`config.mk`:
```
export PLATFORM = sky130hd
export DESIGN_NAME = text_engine
export DESIGN_NICKNAME = d
export VERILOG_FILES = /design/src/rtl/text_engine.sv
export SDC_FILE = /design/constraint.sdc
export NUM_CORES = 1
export LEC_CHECK = 0
export ABC_CLOCK_PERIOD_IN_PS = 1900
export BUFFER_PORTS_ARGS = -buffer_cell sky130_fd_sc_hd__buf_2
export CORE_MARGIN = 2
export CORE_UTILIZATION = 47
export DETAILED_ROUTE_END_ITERATION = 8
export PLACE_DENSITY = 0.75
export SETUP_SLACK_MARGIN = 0.5
export SLEW_MARGIN = 20
export SYNTH_ARGS = -nofsm -noshare
export SYNTH_HDL_FRONTEND = slang
export SYNTH_SLANG_ARGS = --single-unit
export TNS_END_PERCENT = 1
```
`constraint.sdc`:
```
create_clock -name clk -period 1.9 [get_ports clk]
set_clock_uncertainty 0.2 [all_clocks]
set_input_delay 0.285 -clock clk [delete_from_list [all_inputs] [get_ports clk]]
set_output_delay 0.285 -clock clk [all_outputs]
set_load 0.02 [all_outputs]
```
`src/rtl/text_engine.sv`:
```
// text_engine: walks a 4x16 character window and streams its 8x8
// glyphs as a 128x32 page-major pixel-byte frame over valid/ready.
module text_engine #(
  parameter bit         INVERT   = 1'b0,
  parameter logic [7:0] SUB_CHAR = 8'h20
) (
  input  logic        clk,
  input  logic        rst,
  input  logic        frame_start,
  output logic [5:0]  char_addr,
  input  logic [7:0]  char_output,
  output logic [10:0] font_addr,
  input  logic [7:0]  font_data,
  output logic [7:0]  pix_data,
  output logic        pix_valid,
  input  logic        pix_ready,
  output logic        pix_last,
  output logic        busy,
  output logic        frame_done
);

  typedef enum logic [2:0] {
    IDLE       = 3'd0,
    CHAR_WAIT  = 3'd1,
    CHAR_LATCH = 3'd2,
    FONT_WAIT  = 3'd3,
    FONT_LATCH = 3'd4,
    EMIT       = 3'd5
  } state_t;

  state_t      state, state_d;
  logic [5:0]  char_addr_d;
  logic [10:0] font_addr_d;
  logic [7:0]  code, code_d;
  logic [2:0]  col, col_d;
  logic [7:0]  pix_data_d;
  logic        pix_valid_d;
  logic        pix_last_d;
  logic        frame_done_d;
  logic [7:0]  san;
  logic        last_byte;

  assign san = (char_output < 8'h20 || char_output > 8'h7E)
             ? SUB_CHAR : char_output;
  assign last_byte = (char_addr == 6'd63) && (col == 3'd7);
  assign busy = (state != IDLE);

  always_comb begin
    state_d      = state;
    char_addr_d  = char_addr;
    font_addr_d  = font_addr;
    code_d       = code;
    col_d        = col;
    pix_data_d   = pix_data;
    pix_valid_d  = pix_valid;
    pix_last_d   = pix_last;
    frame_done_d = 1'b0;
    unique case (state)
      IDLE: begin
        // a start coinciding with the done pulse is dropped
        if (frame_start && !frame_done) begin
          char_addr_d = 6'd0;
          col_d       = 3'd0;
          state_d     = CHAR_WAIT;
        end
      end
      CHAR_WAIT: state_d = CHAR_LATCH;
      CHAR_LATCH: begin
        code_d      = san;
        font_addr_d = {san, col};
        state_d     = FONT_WAIT;
      end
      FONT_WAIT: state_d = FONT_LATCH;
      FONT_LATCH: begin
        pix_data_d  = font_data ^ {8{INVERT}};
        pix_valid_d = 1'b1;
        pix_last_d  = last_byte;
        state_d     = EMIT;
      end
      EMIT: begin
        if (pix_ready) begin
          pix_valid_d = 1'b0;
          pix_last_d  = 1'b0;
          if (pix_last) begin
            frame_done_d = 1'b1;
            state_d      = IDLE;
          end else if (col == 3'd7) begin
            col_d       = 3'd0;
            char_addr_d = char_addr + 6'd1;
            state_d     = CHAR_WAIT;
          end else begin
            col_d       = col + 3'd1;
            font_addr_d = {code, col + 3'd1};
            state_d     = FONT_WAIT;
          end
        end
      end
      default: state_d = IDLE;
    endcase
  end

  always_ff @(posedge clk) begin
    if (!rst) begin
      state      <= IDLE;
      char_addr  <= 6'd0;
      font_addr  <= 11'd0;
      code       <= 8'd0;
      col        <= 3'd0;
      pix_data   <= 8'd0;
      pix_valid  <= 1'b0;
      pix_last   <= 1'b0;
      frame_done <= 1'b0;
    end else begin
      state      <= state_d;
      char_addr  <= char_addr_d;
      font_addr  <= font_addr_d;
      code       <= code_d;
      col        <= col_d;
      pix_data   <= pix_data_d;
      pix_valid  <= pix_valid_d;
      pix_last   <= pix_last_d;
      frame_done <= frame_done_d;
    end
  end

endmodule

```
* Yosys cells after proc, flatten, opt, wreduce, memory -nomap -nowiden
Cells that the tools add are included.
** Cells by class
- $add $sub $neg :: 2
- $mul :: 0
- Divide/modulo/power cells :: 0
- Order comparisons :: 2
- Eq/ne operators :: 12
- Shift-type cells :: 0
- Mux-type cells :: 24
- Bitwise gates (word level) :: 0
- Reductions and logical operators :: 15
** Operators with widths (number)
- $mux 11 :: 3
- $mux 6 :: 4
- $pmux 11 s2 :: 1
- $mux 3 :: 6
- $pmux 3 s6 :: 1
- $pmux 6 s2 :: 1
- $ne 2x2->1 const B :: 5
- $eq 3x3->1 const B :: 3
- $gt 8x7->1 const B :: 1
- $lt 8x6->1 const B :: 1
- $mux 8 :: 1
- $reduce_and 4->1 :: 2
- $add 6x1->6 const B :: 1
- $eq 3x2->1 const B :: 2
- $eq 6x6->1 const B :: 1
- $pmux 3 s2 :: 1
- $reduce_bool 2->1 :: 3
- $reduce_and 5->1 :: 1
- $mux 2 :: 2
- $pmux 1 s2 :: 2
- $reduce_and 2->1 :: 2
- $add 3x1->3 const B :: 1
- $eq 3x1->1 const B :: 1
- $logic_not 3->1 :: 1
- other kinds (6) :: 8
** Word-level totals
- Register bits after elaboration :: 42
- Latch bits :: 0
- Bits in writable memories :: 0
- Bits in read-only memories :: 0
- Input bits :: 20
- Output and inout bits :: 29
- Memories kept :: 0

* Logic depth before layout (Yosys ltp)
Gate-level depths: netlist of the first run.
- Depth after elaboration :: 5
- Mapped depth :: 6

* Least setup slack after synthesis of the first run
No wires, ideal clock.
- Kind :: register -> register
- From :: reg col[0]
- To :: reg char_addr[0]
- Library setup time :: 0.115 ns
- Arrival :: 1.537 ns
- Data required time :: 1.585 ns
- Path slack :: 0.048 ns
- Cell stages (with the launch flop) :: 7
- Period minus slack after synthesis :: 1.852 ns
- Cell sequence :: dfxtp_1 -> ha_1 -> ha_1 -> and3b_1 -> nand2_1 -> and3_1 -> o21a_1
** Between the ends
- Cells in the longest elaborated chain, start to end :: 3
** RTL lines
- start, declared :: RTL line 35 : logic [2:0] col, col_d;
- start signal, assigned :: RTL line 118 : col <= col_d;
- $eq 3x3->1 :: RTL line 87 : end else if (col == 3'd7) begin
- $ne 2x2->1 (no line)
- $reduce_and 5->1 (no line)
- end signal, assigned :: RTL line 115 : char_addr <= char_addr_d;
- end, declared :: RTL line 10 : output logic [5:0] char_addr,
Every way passes these cells.
A chain may end at the register's enable or synchronous reset.

* Worst setup path after layout of the first run
- From :: reg state[2]
- To :: reg font_addr[2]
** Between the ends
- Cells in the longest elaborated chain, start to end :: 3
** RTL lines
- start, declared :: RTL line 31 : state_t state, state_d;
- start signal, assigned :: RTL line 114 : state <= state_d;
- $eq 3x3->1 or $eq 3x2->1 (tied branches) :: RTL line 58 : unique case (state)
- $ne 2x2->1 (no line) or $reduce_bool 2->1 (tied branches)
- $reduce_and 4->1 (no line)
- end signal, assigned :: RTL line 116 : font_addr <= font_addr_d;
- end, declared :: RTL line 12 : output logic [10:0] font_addr,
Several ways; a longest one is shown, not always the timed one.

==> run metrics, run 1 <==
status=finished, final reports clean; Mean Syn Cell Area=8.822 sq um; Cell Chain, Critical Path=or3b_4 > o31ai_4 > buf_12 > o21ai_0 > a31oi_1; Ys Warns=0; Initial Util=48.42%; H-Tree Depth=2; CTS root buffer=clkbuf_8; Synth top area share=43.72%; area leader, netlist=dfxtp_1; CTS Buf Count=5; Die Area=0.004619 sq mm; CP Max Fanout=14; core area=0.003971 sq mm; setup TNS=0 ps; Final Hold Viols=0; Hold Path Class=input port to flop; number of synthesized flops with an enable pin=0; Max-slew headroom=78.64%; highest clock rate=611.4 MHz; maximum root-to-sink buffer count=2; routed wire length=4591 um; Worst Path Arrival=1650 ps; fillers=359; Leakage=0.001090 uW; worst setup margin=264.3 ps; Synthesized Nets=241; WHS Endpoint=pix_data[4]$_SDFFE_PN0P_; final antenna-violating net count=0; clk sinks=42; die height=67.97 um; hold_sp=font_data[4]; per-cell routed wire length=13.91 um; post-synthesis sequential area ratio=43.72%; Overall Global Routing Usage=21.40%; hold depth=3; vias per cell=5.530; TritonCTS clock tree=done; pre-CTS WS=81.23 ps; RR Startpoint=state[2]$_SDFFE_PN0P_; Cell Area, Synth=0.001923 sq mm; Setup crit end kind=flop; # port buffers=48; I/O pins=49; hold_buf cts=0; RSZ-0062 raised after global routing=yes; largest net degree at the start of global routing=20; clock slew at the register clock pins of the worst setup and hold paths=70 ps; grt ovf=0; first-pass GRT wire length=7417 um; FP Rows=23; dominant synthesized flop cell=dfxtp_1; DRC=0; Final setup viols=0; Pwr per Cell Area=856.2 mW/mm^2; max-cap violation count=0; Final Critical Period=1636 ps; ant diodes=0; synth top area cells=dfxtp_1, o21ai_0, nand2_1; kind of critical path=flop to flop; FF-to-FF path depth=5; drt first pass iters=4; later-pin clock latency in the skew report=290 ps; Starting DRT DRC Count=128; Area Overhead vs Synth=27.91%; commonest non-fill, non-tap cell in the layout=buf_2; CP required=1920 ps; Synth async-reset ratio=0%; Synth cell types=45; Slowest cell on crit path=or3b_4; cell count after synthesis=218; FF+latch count, synth=42; commonest cells after routing, fill and taps aside=buf_2, dfxtp_1, nand2_1; Final Non-Filler Cells=330; DIE WIDTH=67.97 um; R2R Path End=font_addr[2]$_SDFFE_PN0P_; peak supply drop=460.7 uV; startpoint types=flop; fraction of layout cells with a size suffix above 1=33.57%; slowest stage delay, CP=480 ps; post-detailed-placement half-perimeter wirelength=3057 um; R2R Setup Slk=260 ps; Placed Instances=313; fin nets=303; vias in the first global route=1673; routability cong.=0.7775; via count=1825; Final Slew Violations=0; initial antenna violation count=0; final period utilization=86.09%; Power, Total=2106 uW; Worst-Margin Slew=320.4 ps
-- cell type report --
type	instances	area, sq um	area share (%)
multi-input combinational	162	1049	42.62
inverter	1	3.754	0.1526
clock buffer	7	76.32	3.103
sequential	42	855.8	34.79
tap	50	62.56	2.543
timing repair buffer	68	412.9	16.79
-- metrics by stage --
stage | hold WS (ps) | util [%] | area [sq um]
global route | 40.41 | 61.94 | 2460
finish | 32.20 | 61.94 | 2460
CTS | 32.49 | 61.91 | 2459
detailed placement | 253.3 | 57.03 | 2265
global placement | 253.8 | 57.03 | 2265
floorplan | 217.7 | - | 1972
-- cells in the mapped netlist, types with 2 or more instances --
library cell   n
a31oi_1        2
nor2_1        10
and2_1         5
nand4_1        6
a21oi_1       10
a21boi_0      10
dfxtp_1       42
nand2_1       27
nand3_1       13
xor2_1         4
o21ai_0       29
and3b_1        2
buf_2          5
and3_1         5
a22o_1         6
o21a_1         3
nor2b_1        5
ha_1           3
clkbuf_1       4
buf_6          2
-- layer usage --
layer	vias to the layer above	wire, um	track usage [%]
li1	903	-	-
met1	857	2013	24.97
met2	55	2180	35.92
met3	10	289	6.579
met4	0	108	9.500
met5	-	0	0
-- kinds of logic after synthesis --
family	Yosys count	share of synthesized area (%)
adder cells (fa/ha/maj)	3	1.952
AND/OR/NAND/NOR	84	22.90
multiplexers	1	0.5205
flip-flops	42	43.72
buffers and inverters	14	4.619
XOR/XNOR	5	2.277
AO/OA/AOI/OAI	69	24.01
-- critical path, delay by kind of cell (launching register included) --
family	cells	cell delay, ps
flip-flops	1	390
buffers and inverters	1	170
AND/OR/NAND/NOR	1	480
AO/OA/AOI/OAI	3	320
-- worst max path at each step --
stage,cells past startpoint,endpoint,start
6_report,5,font_addr[2]$_SDFFE_PN0P_,state[2]$_SDFFE_PN0P_
5_1_grt,5,font_addr[2]$_SDFFE_PN0P_,state[0]$_SDFFE_PN0P_
4_1_cts,6,char_addr[0]$_SDFFE_PN0P_,col[0]$_SDFFE_PN0P_
3_5_place_dp,4,font_addr[1]$_SDFFE_PN0P_,state[0]$_SDFFE_PN0P_
3_3_place_gp,4,font_addr[7]$_SDFFE_PN0P_,state[0]$_SDFFE_PN0P_
2_1_floorplan,6,char_addr[0]$_SDFFE_PN0P_,col[0]$_SDFFE_PN0P_
-- where the power goes --
group | internal (uW) | switching [uW]
Combinational | 258 | 303
Clock | 253 | 288
Sequential | 949 | 54.8
-- what timing repair did --
item / 4_1_cts / 5_1_grt
setup buffers: 10 / 0
endpoints found under the setup margin: 40 / 40
gates resized for setup: 10 / 1
cloned: 0 / 0
pin swaps: 5 / 0
-- sequential cells by signal, indices dropped and copies added, names as in the netlist --
signal	flops
font_addr	11
code	8
pix_data	8
char_addr	6
col	3
state	3
frame_done	1
pix_last	1
pix_valid	1
Note: power is estimated with default switching activity, not from simulation.
==> run 2, diff against run 1 <==
==> constraint.sdc (replaced) <==
create_clock -name clk -period 1.9 [get_ports clk]
set_clock_uncertainty 0.2 [all_clocks]
set_input_delay 0.095 -clock clk [delete_from_list [all_inputs] [get_ports clk]]
set_output_delay 0.095 -clock clk [all_outputs]
set_load 0.02 [all_outputs]
==> run 2 against run 1 <==
  * Clock power is 29% higher
  * Die area stayed put
  * First-iteration DRC count is 52% lower
  * Largest power group unchanged
==> run metrics, run 2 (synthesis gave the netlist of run 1 again) <==
status=finished, final reports clean; CP Max Fanout=7; hold slack=6.770 ps; maximum root-to-sink buffer count=2; final period utilization=85.66%; fin nets=319; Die Area=0.004619 sq mm; H-Tree Depth=2; max-cap violation count=0; FF+latch area=850.8 sq um; post-detailed-placement half-perimeter wirelength=3008 um; routed wire length=4718 um; via count=1846; setup TNS=0 ps; per-cell routed wire length=13.60 um; final instance area=0.002626 sq mm; area of the multi-input gates=0.001039 sq mm; largest reg by FF count=font_addr; worst setup margin=272.4 ps; Placed Area=0.002265 sq mm; Setup crit end kind=flop; Final Critical Period=1628 ps; kind of critical path=flop to flop; first-pass GRT wire length=7679 um; clk sinks=42; die height=67.97 um; peak supply drop=593.4 uV; clock slew at the register clock pins of the worst setup and hold paths=80 ps; fraction of layout cells with a size suffix above 1=31.31%; drt first pass iters=4; CTS Buf Count=5; # port buffers=48; Worst Path Arrival=1620 ps; Slowest cell on crit path=or3_4; Worst-Margin Slew=356.6 ps; Hold Path Class=input port to flop; vias in the first global route=1732; Final Hold Viols=0; max FFs per register=11; Power, Total=2223 uW; core area=0.003971 sq mm; TritonCTS clock tree=done; Buffers & Inverters on Critical Path=0; Final Slew Violations=0; CTS root buffer=clkbuf_8; largest net degree at the start of global routing=20; Area Overhead vs Synth=36.56%; Cell Chain, Critical Path=ha_4 > ha_4 > or3_4 > o21ai_1 > a21oi_1; highest clock rate=614.4 MHz; Overall Global Routing Usage=22.05%; Final setup viols=0; Initial Util=48.42%; later-pin clock latency in the skew report=290 ps; Crit path top cell by count=ha_4; Pwr per Cell Area=846.5 mW/mm^2; DIE WIDTH=67.97 um; I/O pins=49; ant diodes=0; grt ovf=0; routability cong.=0.7903; CP top delay family=simple AND/OR/NAND/NOR gates; RSZ-0062 raised after global routing=yes; CP required=1890 ps; pre-CTS WS=175.8 ps; FP Rows=23; biggest regs=font_addr x11, code x8, pix_data x8; final antenna-violating net count=0; Starting DRT DRC Count=61; commonest non-fill, non-tap cell in the layout=buf_2; startpoint types=flop; vias per cell=5.320; Leakage=0.001166 uW; commonest cells after routing, fill and taps aside=buf_2, dfxtp_1, nand2_1; Max-slew headroom=76.04%; fillers=331; slowest stage delay, CP=380 ps; DRC=0; initial antenna violation count=0
## run 2: cell type report
type	count	area share, %
Clock buffer	5	2.620
Clock inverter	3	1.525
Tap cell	50	2.382
Sequential cell	42	32.40
Multi-Input combinational cell	162	39.54
Inverter	1	0.1429
Timing Repair Buffer	84	21.39
## run 2: worst min-delay path: cells and delay by family
| family | cells | cell delay [ps] |
|---|---|---|
| AND/OR/NAND/NOR | 2 | 160 |
| AO/OA/AOI/OAI | 1 | 60 |
| buffers and inverters | 1 | 150 |
## run 2: per-layer routing
metal	wire (um)	track usage, %	share of wire (%)	vias to the layer above
met5	0	0	0	-
met4	51	6.000	1.1	0
met3	261	5.592	5.5	7
met2	2257	39.20	48	57
met1	2148	26.17	46	843
li1	-	-	-	939
## run 2: path summary, 6_finish.rpt
| check | start | endpoint | slack, ps | cells after the start |
|---|---|---|---|---|
| min reg2reg | font_addr[8]$_SDFFE_PN0P_ | font_addr[8]$_SDFFE_PN0P_ | 260 | 2 |
| min | pix_ready | pix_valid$_SDFFE_PN0P_ | 7 | 4 |
| max | col[0]$_SDFFE_PN0P_ | font_addr[7]$_SDFFE_PN0P_ | 270 | 5 |
| max reg2reg | col[0]$_SDFFE_PN0P_ | font_addr[7]$_SDFFE_PN0P_ | 270 | 5 |
## run 2: per-stage QoR
stage	cells	utilization (%)
floorplan	218	-
global placement	313	57.03
detailed placement	313	57.03
CTS	345	65.66
global route	347	66.13
finish	347	66.13
## run 2: what timing repair did
action / 4_1_cts / 5_1_grt
setup endpoints to repair: 39 / 37
pin swaps: 1 / 1
gates cloned: 0 / 1
endpoints found under the hold margin: 24 / 0
gates resized for setup: 4 / 3
buffers inserted: 5 / 1
hold buffers: 19 / 0
## run 2: power by group
group | switching [uW] | total [uW] | internal, uW | leakage [uW]
registers | 53.0 | 1000 | 949 | 0.000343
clock network | 310 | 697 | 387 | 0.0000579
logic | 290 | 524 | 234 | 0.000764
total | 653 | 2220 | 1570 | 0.00117
